File: src/rtl/tick_rate_ctrl.sv
// Run-time configurable slow clock/tick generator with start/stop/single-step control
// and a valid/ready half-period port that is double-buffered while the divider runs.
module tick_rate_ctrl #(
    parameter int          CNT_W        = 27,
    parameter int unsigned DEFAULT_HALF = 67108863
) (
    input  logic             CLK,
    input  logic             rst,
    input  logic             cfg_valid,
    output logic             cfg_ready,
    input  logic [CNT_W-1:0] cfg_half,
    input  logic             start,
    input  logic             stop,
    input  logic             step,
    output logic             clk_out,
    output logic             tick,
    output logic             busy,
    output logic [1:0]       state
);

    localparam logic [1:0] ST_IDLE = 2'b00;
    localparam logic [1:0] ST_RUN  = 2'b01;
    localparam logic [1:0] ST_STEP = 2'b10;

    logic [CNT_W-1:0] count;
    logic [CNT_W-1:0] half_reg;
    logic [CNT_W-1:0] shadow;
    logic             pending;
    logic             counting;
    logic             wrap;
    logic             xfer;

    // The unused encoding 11 is treated exactly like IDLE.
    assign counting  = (state == ST_RUN) || (state == ST_STEP);
    assign wrap      = counting && (count >= half_reg);
    assign xfer      = cfg_valid && !pending;
    assign cfg_ready = !pending;
    assign busy      = counting;

    always_ff @(posedge CLK or posedge rst) begin
        if (rst) begin
            state    <= ST_IDLE;
            count    <= '0;
            half_reg <= CNT_W'(DEFAULT_HALF);
            pending  <= 1'b0;
            clk_out  <= 1'b1;
            tick     <= 1'b0;
        end else begin
            tick <= 1'b0;
            if (!counting) begin
                count <= '0;
                if (xfer)
                    half_reg <= cfg_half;
                if (stop)
                    state <= ST_IDLE;
                else if (start)
                    state <= ST_RUN;
                else if (step)
                    state <= ST_STEP;
                else
                    state <= ST_IDLE;
            end else if (stop) begin
                // Stop beats a coincident wrap: no toggle, level parks high, shadow lands.
                state   <= ST_IDLE;
                count   <= '0;
                clk_out <= 1'b1;
                pending <= 1'b0;
                if (xfer)
                    half_reg <= cfg_half;
                else if (pending)
                    half_reg <= shadow;
            end else if (wrap) begin
                count   <= '0;
                clk_out <= ~clk_out;
                tick    <= 1'b1;
                if (pending)
                    half_reg <= shadow;
                if (state == ST_STEP) begin
                    state   <= ST_IDLE;
                    pending <= 1'b0;
                    if (xfer)
                        half_reg <= cfg_half;
                end else begin
                    // A value accepted on the wrap edge waits for the following wrap.
                    pending <= xfer;
                end
            end else begin
                count <= count + 1'b1;
                if (xfer)
                    pending <= 1'b1;
            end
        end
    end

    always_ff @(posedge CLK) begin
        if (xfer && counting)
            shadow <= cfg_half;
    end

endmodule
File: config.mk
export PLATFORM = sky130hd
export DESIGN_NAME = tick_rate_ctrl
export DESIGN_NICKNAME = d
export VERILOG_FILES = /design/src/rtl/tick_rate_ctrl.sv
export SDC_FILE = /design/constraint.sdc
export NUM_CORES = 1
export LEC_CHECK = 0
export CAP_MARGIN = 20
export CORE_MARGIN = 1.5
export CORE_UTILIZATION = 45
export DETAILED_ROUTE_END_ITERATION = 7
export GPL_TIMING_DRIVEN = 0
export PLACE_DENSITY_LB_ADDON = 0.15
export REMOVE_ABC_BUFFERS = 1
export SYNTH_ARGS = -nofsm -noshare
export SYNTH_HDL_FRONTEND = slang
export SYNTH_SLANG_ARGS = --single-unit
export TNS_END_PERCENT = 50
File: constraint.sdc
create_clock -name CLK -period 7 [get_ports CLK]
set_input_delay 1.4 -clock CLK [delete_from_list [all_inputs] [get_ports CLK]]
set_output_delay 1.4 -clock CLK [all_outputs]
set_load 0.05 [all_outputs]
After elaboration in Yosys (flattened, before gate mapping):

Cells that the tools add are included.

* $add $sub $neg: 1
* order comparisons: 1
* equality and inequality tests: 4
* multiplexer cells: 26
* bitwise logic cells: 1
* reduce and logical (&&, ||, !) cells: 12

Operator list (number)
* $mux W27: 10
* $add A27 B1 Y27 const B: 1
* $ge A27 B27 Y1: 1
* $mux W2: 7
* $mux W1: 9
* $reduce_and A2 Y1: 4
* $ne A3 B2 Y1 const B: 2
* $reduce_bool A2 Y1: 2
* $logic_and A1 B1 Y1: 3
* $reduce_bool A3 Y1: 1
* $eq A2 B1 Y1 const B: 1
* $eq A2 B2 Y1 const B: 1
* $logic_not A1 Y1: 1
* $logic_or A1 B1 Y1: 1
* $not A1 Y1: 1

* register bits: 86
* input bits: 33
* output and inout bits: 6

Depth between registers and ports, before layout:

Gate-level depths: netlist of run 1.

* depth in word-level cells: 7
* depth in mapped cells: 10
* gate-level depth less buffers: 8

Worst setup path after synthesis of run 1:

OpenSTA, ideal clock, no wires.

* path type: input to register
* from: input cfg_valid
* to: register shadow[0] (enable)
* library setup time: 0.411 ns
* arrival: 2.631 ns
* required time: 6.589 ns
* slack: 3.958 ns
* stages: 2
* buffers on the path: 0
* cell sequence: nand2b_1 -> nor2_1

* longest elaborated chain between the ends: 2

RTL lines
* start: declaration: RTL line 9 `input logic cfg_valid,`
* $logic_and A1 B1 Y1: RTL line 36 `assign xfer = cfg_valid && !pending;`
* $logic_and A1 B1 Y1: RTL line 96 `if (xfer && counting)`
* end signal: assignment: RTL line 97 `shadow <= cfg_half;`
* end: declaration: RTL line 27 `logic [CNT_W-1:0] shadow;`

No other way between the ends.
A chain may end at the register's enable or synchronous reset.

Worst setup path in the final report of run 1:

* from: register state[0]
* to: output busy

* longest elaborated chain between the ends: 2
* elaborated cells between the ends (all ways): 3
* those cells by class: eq/ne: 2; reduce/logical: 1

RTL lines
* start: declaration: RTL line 18 `output logic [1:0] state`
* start signal: assignment: RTL line 42 `state <= ST_IDLE;`
* start signal: assignment: RTL line 55 `state <= ST_IDLE;`
* start signal: assignment: RTL line 57 `state <= ST_RUN;`
* $eq A2 B1 Y1 or $eq A2 B2 Y1 (tied branches): RTL line 34 `assign counting = (state == ST_RUN) || (state == ST_STEP);`
* $logic_or A1 B1 Y1 *: RTL line 34
* end: declaration: RTL line 17 `output logic busy,`

Every way passes the cells marked *; elsewhere a longest branch is shown, timed or not.

==> flow_summary.ini, run 1 <==
[outcome]
status = complete, no violations

[clocking]
cts.clk_slew.worst_paths_ps = 90
cts_root_buf = clkbuf_8
cts_tree = built
cts_hold_buf = 0
cts.sinks = 86
cts_buffer_depth = 2
cts_setup_buffers = 0
htreeDepth = 3
numCtsBuffers = 9
insertion_delay_ps = 350
ctsResizeCount = 0

[grt]
grt_pass1_wl_um = 14300
antenna_found_initial = 0
grt_pass1_vias = 2841
gr-total-overflow = 0
grt_util_all_layers = 0.181
grt_max_degree = 33

[logic_synthesis]
yosysWarningCount = 0
syn_area_um2 = 4390
ys_types = 43
syn_inst = 381
synth-seq-area-share = 0.529
syn_avg_cell_area_um2 = 11.5
synth-seq-cells = 86

[drt]
num_vias = 2908
drcViolationCount = 0
ant_nets = 0
wl_per_cell_um = 15.3
initialDrtViolationCount = 108
first_pass_iters = 5
viasPerCell = 5.25
wirelength_um = 8470

[worst_hold_path]
min_path_cells = 1
hold_class = flop to flop
hp-start = half_reg[15]
min_to = half_reg[15]

[critical_path]
arrival_ps = 2230
critical-path-top-delay-family = buffers and inverters
cp.required_ps = 5600
critPathBufInv = 3
cp_cell_sequence = inv_1 > ha_1 > inv_1 > clkdlybuf4s50_1
worstReg2RegEnd = half_reg[19]
crit_type = flop to primary output
cpMaxStageDelayCell = clkdlybuf4s50_1
start_kind = flop
reg2regPathDepth = 8
critPathMaxFanout = 7
reg2reg_from = half_reg[22]
reg2reg_slack_ps = 4150
critPathMaxStageDelay_ps = 830
crit_top_cell = inv_1
cp-end-kind = primary output
crit_cells = 4

[pwr]
power_density_nw_per_um2 = 289
p_leak_nw = 2.08
power_mw = 1.47
ir_drop_mv = 0.136

[timing]
finalSetupViolCount = 0
finalWorstSetupSlack_ps = 3370
relSlewSlack = 0.318
period_minus_slack_ps = 3630
tightest_slew_ps = 1020
finalClockSkew_ps = 9.80
slew_violations = 0
rsz0062_at_grt = false
period_share = 0.518
fmax_ghz = 0.276
finalSetupTns_ps = 0
hold_viol = 0

[placed_design]
postPlaceCellArea_um2 = 4900
gp_congestion = 0.766
dp_hpwl_um = 6150
post-place-ws_ps = 3310
port_buffers = 38

[floorplanning]
rows = 35
initial_core_util = 0.470
io_pins = 39
dieWidth_um = 102
die_h_um = 102
die_area_um2 = 10300
core_um2 = 9330

[run]
max_cap_viol_count = 0

[layout]
layout-drive-gt1-share = 0.179
syn2layout_area_growth_pct = 15.7
nNetsFinal = 482
stdcell_area_um2 = 5080
n_antenna_cell = 0
fin_util = 0.544
[metal layers]
layer  vias to the layer above  GRT usage  routed length (um)
li1                       1460          -                   -
met1                      1398      0.264                4300
met2                        44      0.273                3820
met3                         6     0.0400                 285
met4                         0     0.0534                  68
met5                         -          0                   0
[logic make-up (layout without fill, tap and decap cells)]
group                      Yosys count  in the layout  share of synthesized area
xor gates and xnor gates            25             25                     0.0499
adders and majority gates           29             29                     0.0827
DFF                                 86             86                      0.529
and+or+nand+nor                    109            109                      0.118
buffers and inverters               46             90                     0.0485
AOI/OAI and AO/OA                   86             86                      0.171
[worst register-to-register path: cells and delay by family (launching register included)]
kind | cells | cell delay [ps]
buf+inv | 1 | 70
fa+ha+maj | 1 | 280
compound gates | 4 | 1480
simple gates | 2 | 400
flops | 1 | 550
[layout by cell type, fill, tap and decap left out, types with 2 or more instances in the layout]
cell type / instances
nor4_1: 2
ha_1: 29
and4_1: 5
inv_6: 2
inv_1: 32
a2bb2oi_2: 20
o21ai_0: 7
nand3_1: 9
and3_1: 5
edfxtp_1: 27
o22ai_1: 27
nor2_2: 2
and2_1: 2
a21o_1: 2
xnor2_1: 13
clkinvlp_4: 3
a2bb2oi_1: 7
a21oi_1: 11
nand4_1: 5
a21oi_4: 2
nor3_1: 5
dfstp_2: 27
clkdlybuf4s50_1: 38
dfrtp_1: 32
clkbuf_8: 9
nand2_1: 23
nor2_1: 43
and3_2: 2
a211oi_1: 2
nand2b_1: 2
xor2_1: 12
[synthesized netlist by cell type]
cell type	number	share of area
xnor2_1	13	0.026
a21boi_0	1	0.0017
o211ai_1	1	0.0017
nand2b_1	2	0.0029
nor4_1	2	0.0029
buf_4	2	0.0034
and3_2	2	0.0034
nor3b_2	1	0.0029
a21o_1	2	0.0034
a22oi_1	1	0.0017
dfstp_2	27	0.16
buf_2	2	0.0023
o31ai_1	1	0.0017
xor2_1	12	0.024
nand4_1	5	0.0071
a2bb2oi_1	7	0.014
and2_1	2	0.0029
a21o_2	1	0.0020
a21oi_4	2	0.0074
nand2_2	1	0.0014
dfrtp_1	32	0.18
nor2_2	1	0.0014
nand2_1	23	0.020
o2111ai_1	1	0.0020
a211oi_1	2	0.0034
nand3b_1	1	0.0017
or3_1	1	0.0014
nor3_1	5	0.0057
a2bb2oi_2	20	0.068
o21ai_0	7	0.0080
a21oi_1	11	0.013
buf_6	4	0.010
o22ai_1	27	0.039
and4_1	5	0.010
clkbuf_1	5	0.0043
ha_1	29	0.083
edfxtp_1	27	0.18
nor2_1	44	0.038
nand3_1	9	0.010
a2111oi_0	1	0.0020
inv_1	33	0.028
o221a_2	1	0.0026
and3_1	5	0.0071
[metrics by stage]
step                      cells  hold WS [ps]
after CTS                   554           508
after global routing        554           513
after floorplan             368           474
after detailed placement    538           493
after global placement      535           492
final                       554           506
[worst max path at each step]
stage | startpoint | to | slack, ps
2_1_floorplan | cfg_valid | shadow[0] | 3960
3_3_place_gp | cfg_valid | shadow[22] | 2790
3_5_place_dp | stop | half_reg[19] | 3310
4_1_cts | state[0] | busy | 3370
5_1_grt | state[0] | busy | 3250
6_report | state[0] | busy | 3370
[where the power goes]
group	internal, mW	switching (mW)
Combinational	0.214	0.221
Sequential	0.660	0.0609
Clock	0.131	0.182
Total	1.01	0.463
[layout make-up]
| class | count | area [um2] |
|---|---|---|
| clock buffers | 10 | 128 |
| clock inverters | 6 | 45.0 |
| fillers | 830 | 4250 |
| inverters | 33 | 124 |
| multi-input cells | 249 | 1850 |
| flip-flops and latches | 86 | 2320 |
| well taps | 129 | 161 |
| repair buffers | 41 | 443 |
(Power assumes the default switching activity.)
==> run 2, diff against run 1 <==
==> constraint.sdc (replaced) <==
create_clock -name CLK -period 3.25 [get_ports CLK]
set_input_delay 0.65 -clock CLK [delete_from_list [all_inputs] [get_ports CLK]]
set_output_delay 0.65 -clock CLK [all_outputs]
set_load 0.05 [all_outputs]
==> results of run 2 <==
The final DEF is identical to that of run 1. Status: complete, no violations.
Main changes from that run: setup slack after placement 3310 ps -> 314 ps; setup slack after layout 3370 ps -> 374 ps; register-to-register setup slack 4150 ps -> 400 ps; total power 1.47 mW -> 3.16 mW; worst IR drop on VDD 0.136 mV -> 0.294 mV
